<file path="src/rtl/mbx_pkg.sv">
// rtl/mbx_pkg.sv - shared types and grant bit positions for the MBOX cache-cycle arbiter
package mbx_pkg;

    typedef enum logic [1:0] {
        IDLE,
        RUN,
        WB,
        REFILL
    } arb_state_t;

    typedef enum logic [2:0] {
        SRC_EBOX     = 3'd0,
        SRC_ERA      = 3'd1,
        SRC_EBOX_CCA = 3'd2,
        SRC_CCA      = 3'd3,
        SRC_CHAN     = 3'd4,
        SRC_REFILL   = 3'd5,
        SRC_WB       = 3'd6
    } pma_src_t;

    // Grant bit index equals the PMA source code of the same requester.
    localparam int GNT_EBOX     = 0;
    localparam int GNT_ERA      = 1;
    localparam int GNT_EBOX_CCA = 2;
    localparam int GNT_CCA      = 3;
    localparam int GNT_CHAN     = 4;
    localparam int GNT_REFILL   = 5;
    localparam int GNT_WB       = 6;
    localparam int N_REQ        = 7;

endpackage

</file>
<file path="src/rtl/mbx_prio_enc.sv">
// rtl/mbx_prio_enc.sv - masked fixed-priority encoder producing a one-hot grant and PMA source
module mbx_prio_enc
    import mbx_pkg::*;
(
    input  logic [N_REQ-1:0] req,
    input  logic [N_REQ-1:0] mask,
    input  logic             promote_ebox,
    output logic [N_REQ-1:0] grant,
    output pma_src_t         src,
    output logic             valid
);

    logic [N_REQ-1:0] live;

    always_comb begin
        live  = req & ~mask;
        grant = '0;
        src   = SRC_EBOX;
        valid = |live;
        // Writeback and refill finish a cycle already in flight, so nothing outranks them.
        if (live[GNT_WB]) begin
            grant[GNT_WB] = 1'b1;
            src           = SRC_WB;
        end else if (live[GNT_REFILL]) begin
            grant[GNT_REFILL] = 1'b1;
            src               = SRC_REFILL;
        end else if (promote_ebox && live[GNT_EBOX]) begin
            grant[GNT_EBOX] = 1'b1;
            src             = SRC_EBOX;
        end else if (live[GNT_CHAN]) begin
            grant[GNT_CHAN] = 1'b1;
            src             = SRC_CHAN;
        end else if (live[GNT_CCA]) begin
            grant[GNT_CCA] = 1'b1;
            src            = SRC_CCA;
        end else if (live[GNT_EBOX_CCA]) begin
            grant[GNT_EBOX_CCA] = 1'b1;
            src                 = SRC_EBOX_CCA;
        end else if (live[GNT_ERA]) begin
            grant[GNT_ERA] = 1'b1;
            src            = SRC_ERA;
        end else if (live[GNT_EBOX]) begin
            grant[GNT_EBOX] = 1'b1;
            src             = SRC_EBOX;
        end
    end

endmodule

</file>
<file path="src/rtl/mbx_cyc_arb.sv">
// rtl/mbx_cyc_arb.sv - MBOX cache-cycle arbiter/sequencer with writeback, refill and timeout
// Optional EBOX anti-starvation promotion enabled by defining ARB_ANTI_STARVE_EN.
module mbx_cyc_arb
    import mbx_pkg::*;
#(
    parameter int TMO_CYC    = 64,
    parameter int STARVE_LIM = 8
) (
    input  logic       clk1_mbx_h,
    input  logic       crobar_l,
    input  logic       ebox_req_h,
    input  logic       ebox_era_req_h,
    input  logic       ebox_cca_req_h,
    input  logic       chan_req_h,
    input  logic       cca_req_h,
    input  logic       cyc_done_h,
    input  logic       wb_needed_h,
    input  logic       page_fail_h,
    input  logic       hold_era_h,
    output logic [6:0] grant_h,
    output logic [2:0] pma_sel_h,
    output logic       cyc_type_hold_h,
    output logic       ebox_cyc_l,
    output logic       writeback_cyc_h,
    output logic       page_refill_cyc_l,
    output logic       ebox_retry_h,
    output logic       cyc_tmo_h
);

    localparam logic [6:0] TMO_LAST = 7'(TMO_CYC - 1);

    arb_state_t       state, state_nxt;
    logic [N_REQ-1:0] grant_q;
    pma_src_t         sel_q;
    logic             wb_pend, ref_pend, retry_q, retry_pulse_q, tmo_q;
    logic [6:0]       tmo_cnt;
    logic [N_REQ-1:0] req, mask, enc_grant;
    pma_src_t         enc_src;
    logic             enc_valid, promote, tmo_hit;

    always_comb begin
        req               = '0;
        req[GNT_WB]       = wb_pend;
        req[GNT_REFILL]   = ref_pend;
        req[GNT_CHAN]     = chan_req_h;
        req[GNT_CCA]      = cca_req_h;
        req[GNT_EBOX_CCA] = ebox_cca_req_h;
        req[GNT_ERA]      = ebox_era_req_h;
        req[GNT_EBOX]     = ebox_req_h;
        mask              = '0;
        mask[GNT_ERA]     = hold_era_h;
    end

    mbx_prio_enc u_prio_enc (
        .req          (req),
        .mask         (mask),
        .promote_ebox (promote),
        .grant        (enc_grant),
        .src          (enc_src),
        .valid        (enc_valid)
    );

    // STARVE_LIM must fit the 4-bit starvation counter.
    if (STARVE_LIM < 1 || STARVE_LIM > 15) begin : g_bad_starve_lim
        logic starve_lim_out_of_range;
    end

`ifdef ARB_ANTI_STARVE_EN
    localparam logic [3:0] STARVE_THR = 4'(STARVE_LIM);
    logic [3:0] starve_cnt;

    always_ff @(posedge clk1_mbx_h or negedge crobar_l) begin
        if (!crobar_l) begin
            starve_cnt <= '0;
        end else if (state == IDLE && enc_valid) begin
            if (enc_grant[GNT_EBOX])
                starve_cnt <= '0;
            else if (ebox_req_h && starve_cnt < STARVE_THR)
                starve_cnt <= starve_cnt + 4'd1;
        end
    end

    assign promote = retry_q | (starve_cnt >= STARVE_THR);
`else
    assign promote = retry_q;
`endif

    assign tmo_hit = (state != IDLE) && !cyc_done_h && (tmo_cnt == TMO_LAST);

    always_ff @(posedge clk1_mbx_h or negedge crobar_l) begin
        if (!crobar_l) state <= IDLE;
        else           state <= state_nxt;
    end

    always_comb begin
        state_nxt = state;
        case (state)
            IDLE: begin
                if (enc_valid) begin
                    if (enc_grant[GNT_WB])          state_nxt = WB;
                    else if (enc_grant[GNT_REFILL]) state_nxt = REFILL;
                    else                            state_nxt = RUN;
                end
            end
            RUN, WB, REFILL: begin
                if (cyc_done_h || tmo_hit) state_nxt = IDLE;
            end
            default: state_nxt = IDLE;
        endcase
    end

    always_ff @(posedge clk1_mbx_h or negedge crobar_l) begin
        if (!crobar_l) begin
            grant_q       <= '0;
            sel_q         <= SRC_EBOX;
            wb_pend       <= 1'b0;
            ref_pend      <= 1'b0;
            retry_q       <= 1'b0;
            retry_pulse_q <= 1'b0;
            tmo_q         <= 1'b0;
            tmo_cnt       <= '0;
        end else begin
            retry_pulse_q <= 1'b0;
            if (state == IDLE) begin
                if (enc_valid) begin
                    grant_q <= enc_grant;
                    sel_q   <= enc_src;
                    tmo_cnt <= '0;
                    if (enc_grant[GNT_EBOX]) retry_q <= 1'b0;
                end
            end else if (cyc_done_h) begin
                grant_q <= '0;
                sel_q   <= SRC_EBOX;
                if (state == RUN) begin
                    if (wb_needed_h) wb_pend <= 1'b1;
                    if (page_fail_h && grant_q[GNT_EBOX]) ref_pend <= 1'b1;
                end
                if (state == WB) wb_pend <= 1'b0;
                if (state == REFILL) begin
                    ref_pend      <= 1'b0;
                    retry_q       <= 1'b1;
                    retry_pulse_q <= 1'b1;
                end
            end else if (tmo_hit) begin
                // Abort leaves pend flags alone so an interrupted WB/REFILL is retried.
                grant_q <= '0;
                sel_q   <= SRC_EBOX;
                tmo_q   <= 1'b1;
            end else begin
                tmo_cnt <= tmo_cnt + 7'd1;
            end
        end
    end

    assign grant_h           = grant_q;
    assign pma_sel_h         = sel_q;
    assign cyc_type_hold_h   = |grant_q;
    assign ebox_cyc_l        = ~(grant_q[GNT_EBOX] | grant_q[GNT_ERA] | grant_q[GNT_EBOX_CCA]);
    assign writeback_cyc_h   = (state == WB);
    assign page_refill_cyc_l = (state != REFILL);
    assign ebox_retry_h      = retry_pulse_q;
    assign cyc_tmo_h         = tmo_q;

endmodule

</file>
<file path="config.mk">
export PLATFORM = sky130hd
export DESIGN_NAME = mbx_cyc_arb
export DESIGN_NICKNAME = d
export VERILOG_FILES = /design/src/rtl/mbx_pkg.sv /design/src/rtl/mbx_prio_enc.sv /design/src/rtl/mbx_cyc_arb.sv
export SDC_FILE = /design/constraint.sdc
export NUM_CORES = 1
export LEC_CHECK = 0
export BUFFER_PORTS_ARGS = -buffer_cell sky130_fd_sc_hd__buf_4
export CELL_PAD_IN_SITES_DETAIL_PLACEMENT = 1
export CELL_PAD_IN_SITES_GLOBAL_PLACEMENT = 1
export CORE_MARGIN = 10
export CORE_UTILIZATION = 35
export CTS_CLUSTER_SIZE = 24
export DETAILED_ROUTE_END_ITERATION = 12
export GPL_ROUTABILITY_DRIVEN = 0
export PLACE_DENSITY_LB_ADDON = 0.1
export SETUP_SLACK_MARGIN = 0.05
export SYNTH_ARGS = -nofsm -noshare
export SYNTH_HDL_FRONTEND = slang
export SYNTH_SLANG_ARGS = --single-unit
</file>
<file path="constraint.sdc">
create_clock -name clk1_mbx_h -period 2.1 [get_ports clk1_mbx_h]
set_input_delay 0.63 -clock clk1_mbx_h [delete_from_list [all_inputs] [get_ports clk1_mbx_h]]
set_output_delay 0.63 -clock clk1_mbx_h [all_outputs]
set_load 0.01 [all_outputs]
</file>
# Word-level counts from Yosys, hierarchy flattened
# Index checks and enable logic that the tools add are counted.
[word_totals]
regBits = 24
out_inout_bits = 16
inputBits = 11
[op_classes]
reduce_logical = 25
n_mux = 53
addsub = 1
bitwise = 7
eq_ne = 10
[op_table]
columns = ["operator", "n"]
rows = [
  ["2-to-1 mux 7 bit", 8],
  ["2-to-1 mux 3 bit", 11],
  ["2-to-1 mux 1 bit", 24],
  ["nonzero test 2 bit", 7],
  ["OR reduction 7 bit", 2],
  ["AND reduction 4 bit", 3],
  ["2-to-1 mux 2 bit", 5],
  ["2-to-1 mux 4 bit", 2],
  ["!= test 2 bit, second input constant", 4],
  ["adder 7 x 1 -> 7 bit, second input constant", 1],
  ["bitwise AND 7 bit", 1],
  ["== test 7 x 6 -> 1 bit, second input constant", 1],
  ["inverter 2 -> 7 bit", 1],
  ["2-to-1 mux 6 bit", 1],
  ["AND reduction 3 bit", 2],
  ["2-to-1 mux 5 bit", 1],
  ["== test 2 bit, second input constant", 2],
  ["logical AND 1 bit", 4],
  ["!= test 2 x 1 -> 1 bit, second input constant", 2],
  ["one-hot mux 2 bit (2 select lines)", 1],
  ["AND reduction 2 bit", 2],
  ["inverter 1 bit", 3],
  ["nonzero test 3 bit", 1],
  ["OR reduction 3 bit", 1],
  ["other kinds (5)", 6],
]

# Depth between registers and ports, before layout
[logic_depth]
ltp_word = 14
ltp_mapped = 7
depth_no_buf = 6

# Hierarchy
# From an unflattened synthesis, not the netlist that was laid out.
[hier_totals]
hier_cells = 147
hier_area_um2 = 1446.4
[by_module_without_submodules]
columns = ["mod", "instances", "cells_each", "area_each_um2", "seq_area_each_um2"]
rows = [
  ["mbx_cyc_arb", 1, 115, 1219.9, 600.6],
  ["mbx_prio_enc", 1, 32, 226.5, 0.0],
]

# Worst setup path after synthesis
# OpenSTA, ideal clock, no wires.
[synth_timing]
kind = "flip-flop to flip-flop"
from = "reg state[0]"
to = "reg grant_q[5], in the netlist grant_h[5]"
required_ns = 1.979
path_slack_ns = 0.372
arrival_time_ns = 1.607
period_less_slack_ns = 1.728
path_buffers = 1
path_stages_with_launch = 8
cell_sequence = "dfrtp_1 -> inv_1 -> ha_1 -> nor3b_2 -> and4_1 -> or2_4 -> buf_6 -> a22o_1"
[synth_via]
elab_chain_len = 5
word_cells_on_any_way = 8
classes_between = "eq/ne: 1; mux: 1; reduce/logical: 6"
[synth_rtl]
columns = ["element", "line", "rtl"]
rows = [
  ["start, declared", "mbx_cyc_arb.sv:32", "arb_state_t state, state_nxt;"],
  ["start signal, assigned", "mbx_cyc_arb.sv:92", "else state <= state_nxt;"],
  ["nonzero test 2 bit", "mbx_cyc_arb.sv:88", "assign tmo_hit = (state != IDLE) && !cyc_done_h && (tmo_cnt == TMO_LAST);"],
  ["logical AND 1 bit (2 in series)", "mbx_cyc_arb.sv:88", ""],
  ["nonzero test 3 bit (no line)", "n/a", ""],
  ["AND reduction 2 bit (no line)", "n/a", ""],
  ["end signal, assigned", "mbx_cyc_arb.sv:126", "grant_q <= enc_grant;"],
  ["end, declared", "mbx_cyc_arb.sv:33", "logic [N_REQ-1:0] grant_q;"],
]
# Several ways; a longest one is shown, not always the timed one.
# A chain may end at the register's enable or synchronous reset.

# Worst setup path in the final report
[layout_timing]
from = "reg grant_q[0], in the netlist grant_h[0]"
to = "out cyc_type_hold_h"
[layout_via]
elab_chain_len = 1
[layout_rtl]
columns = ["element", "line", "rtl"]
rows = [
  ["OR reduction 7 bit", "mbx_cyc_arb.sv:157", "assign cyc_type_hold_h = |grant_q;"],
  ["end, declared", "mbx_cyc_arb.sv:22", "output logic cyc_type_hold_h,"],
]
# No other way between the ends.

==> results.rst <==
.. list-table::
   :header-rows: 1

   * - Metric
     - Value
   * - Flip-flop cell with the highest count after synthesis
     - dfrtp_1
   * - Total Nets Final
     - 161
   * - Detailed placer's ending HPWL
     - 2.57 mm
   * - Final critical-path share of the clock period
     - 90.2%
   * - Setup TNS
     - 0 ns
   * - Origin of the critical flop-to-flop path
     - state[0]
   * - Final count of negative-setup-slack endpoints
     - 0
   * - IO Port Bufs
     - 26
   * - Synth top area share
     - 49.5%
   * - Sequential-to-total area share from yosys stat
     - 49.5%
   * - Path depth of the worst reg2reg path
     - 6
   * - Initial antenna violation count
     - 0
   * - Largest cells by area after synthesis
     - dfrtp_1 (50%), ha_1 (5.2%), a22o_1 (5.1%)
   * - Number of enable-type register cells in the synthesized netlist
     - 0
   * - Highest cell delay on the worst timing path
     - 0.46 ns
   * - TritonCTS clock tree
     - done
   * - Worst path cell trace
     - nor3_1, nand2_1, buf_4
   * - Crit. End Element
     - output pin
   * - Arrival time at the worst endpoint
     - 1.26 ns
   * - Routed length per instance
     - 16.8 um
   * - DR vias
     - 1017
   * - Residual overflow from global routing
     - 0
   * - Pin count of the biggest net entering global routing
     - 25
   * - Buffers plus inverters on the worst setup path
     - 1
   * - Number of setup buffers added after CTS
     - 0
   * - Post-placement setup slack
     - 0.202 ns
   * - Area of the die
     - 0.00622 mm2
   * - Clock Latency Late Sink
     - 0.31 ns
   * - Worst-path cell with the longest stage delay
     - dfrtp_1
   * - Most frequent cell after synthesis
     - dfrtp_1
   * - Pwr per Cell Area
     - 1130 mW/mm2
   * - Synthesized netlist cell count
     - 113
   * - Number of maximum-capacitance constraint violations
     - 0
   * - Die X
     - 78.9 um
   * - Post-cts repair resize count
     - 0
   * - Number of buffers created by CTS
     - 3
   * - Min Clock Period, post-route
     - 1.89 ns
   * - CTS sink cnt
     - 24
   * - Wire length of the first global-routing pass
     - 5.49 mm
   * - Max Fclk
     - 0.528 GHz
   * - Leakage power of the design
     - 0.751 nW
   * - Setup slack on the worst flop-to-flop path
     - 0.30 ns
   * - Total Wirelength
     - 3.20 mm
   * - Kind of cell with the highest combined delay on the critical path
     - flip-flops
   * - Setup CP Type
     - reg2out
   * - Tightest Pin Transition
     - 0.376 ns
   * - Maximum clock path buffer count
     - 2
   * - Fraction of final layout cells with drive strength greater than 1
     - 27.1%
   * - Synth async-reset ratio
     - 100%
   * - Endpoint of the worst-slack reg-to-reg timing path
     - tmo_cnt[0]
   * - Vias per std cell
     - 5.35
   * - Flops & latches, synth
     - 24
   * - CTS Root Buffer Type
     - clkbuf_4
   * - Routed Antenna Nets
     - 0
   * - Status
     - completed
   * - Unrepaired setup endpoints after global routing
     - no
   * - Area of the core
     - 0.00334 mm2
   * - Clock transition at the register clock pins on the worst setup and hold paths after CTS
     - 0.14 ns
   * - Top fanout value on the critical path
     - 5
   * - Net Count, Synth
     - 129
   * - ANT cells
     - 0
   * - Cell Area, Synth
     - 0.00121 mm2
   * - Worst relative slew slack
     - 74.7%
   * - Drt drc
     - 0
   * - Worst setup SP type
     - flip-flop
   * - Synth unique cells
     - 40
   * - Total routing resource utilization after global routing
     - 10.8%
   * - Number of warnings issued by yosys
     - 0
   * - Row count
     - 21
   * - Fin. Hold Viols
     - 0
   * - Vias in the first global route
     - 1140
   * - Mean area per synthesized cell
     - 10.7 um2
   * - Min-Delay Path Class
     - in2async
   * - Synth top cells by count
     - dfrtp_1 (24), nor2_1 (8), a22o_1 (7), inv_1 (7), nand2_1 (7)
   * - First-pass iteration count of the detailed router
     - 4
   * - Setup slack after layout
     - 0.205 ns
   * - IO Count
     - 27
   * - Iteration-0 DRC count of the detailed router
     - 47
   * - Required time at the endpoint of the critical path
     - 1.47 ns
   * - Top cell type by total area after synthesis
     - dfrtp_1
   * - Starting density of the core
     - 36.3%
   * - Clock skew after layout
     - 0.00529 ns
   * - Deepest level of the CTS H-tree
     - 1
   * - Worst supply voltage drop on vdd
     - 317 uV
   * - Vertical die dimension
     - 78.9 um
   * - Slew Viols, Final
     - 0
   * - Post-CTS Hold Buffers
     - 0
   * - Growth of design area from synthesis to finish
     - 24.5%
## stage by stage
step | hold WS, ns | total power [mW] | util (%) | instance area (um2) | cells
global route | 0.180 | 1.86 | 45.2 | 1510 | 190
floorplan | 0.334 | 1.14 | - | 1210 | 113
finish | 0.193 | 1.70 | 45.2 | 1510 | 190
global placement | 0.451 | 1.46 | 44.1 | 1470 | 186
detailed placement | 0.453 | 1.49 | 44.1 | 1470 | 186
CTS | 0.202 | 1.73 | 45.2 | 1510 | 190
## cells in the final DEF (no fill, tap or decap), types with 2 or more instances in the layout
master    count
buf_4        29
dfrtp_1      24
nor2_1        8
inv_1         7
nand2_1       7
a22o_1        7
nand3_1       5
ha_1          5
a21o_1        4
o21ai_0       4
a21oi_1       3
a32o_1        3
clkbuf_4      3
nor3_1        2
nor4_1        2
nor2b_1       2
and2_1        2
o21a_1        2
a211o_1       2
a31oi_1       2
## layout make-up
| cell class | count | area [um2] |
|---|---|---|
| clock buffers | 4 | 36.3 |
| fillers | 399 | 1830 |
| inverters | 7 | 26.3 |
| multi-input cells | 80 | 571 |
| flip-flops and latches | 24 | 601 |
| well taps | 46 | 57.6 |
| repair buffers | 29 | 218 |
## layer usage
metal | up-vias | part of all wire [%] | GRT usage [%]
met5 | - | 0 | 0
met4 | 0 | 1.3 | 3.58
li1 | 487 | - | -
met3 | 4 | 4.9 | 2.82
met1 | 510 | 42 | 12.3
met2 | 16 | 52 | 19.2
## power by group
| group | internal, mW | total, mW | leakage, nW | switching, mW |
|---|---|---|---|---|
| Combinational | 0.369 | 0.742 | 0.411 | 0.373 |
| Sequential | 0.580 | 0.716 | 0.319 | 0.136 |
| Clock | 0.106 | 0.243 | 0.0210 | 0.138 |
| Total | 1.06 | 1.70 | 0.751 | 0.647 |
## worst max path at each step
stage | from | endpoint | cells after the start | slack, ns
floorplan | state[0] | grant_h[5] | 7 | 0.37
global placement | hold_era_h | tmo_cnt[0] | 5 | 0.22
detailed placement | hold_era_h | tmo_cnt[0] | 5 | 0.20
CTS | grant_h[0] | cyc_type_hold_h | 3 | 0.18
global route | grant_h[0] | cyc_type_hold_h | 3 | 0.08
finish | grant_h[0] | cyc_type_hold_h | 3 | 0.21
## sequential cells by signal (all words and copies together), names as in the netlist
signal,flops
promote,1
ebox_retry_h,1
state,2
cyc_tmo_h,1
wb_pend,1
grant_h,7
tmo_cnt,7
ref_pend,1
pma_sel_h,3
## worst register-to-register path: stages, from the launching register on
cell	delay (ns)
dfrtp_1	0.43
inv_1	0.08
ha_1	0.21
nor3b_2	0.17
and4_1	0.20
a211o_1	0.34
mux2_2	0.28
## cells by family (layout without fill, tap and decap cells)
family / Yosys count / count (layout) / synth area share (%)
AND/OR/NAND/NOR: 36 / 36 / 16.4
AO/OA/AOI/OAI: 36 / 36 / 23.0
adder cells (fa/ha/maj): 5 / 5 / 5.16
flip-flops: 24 / 24 / 49.5
multiplexers: 2 / 2 / 1.75
XOR/XNOR: 1 / 1 / 0.723
buffers and inverters: 9 / 40 / 3.41
(Power assumes the default switching activity.)
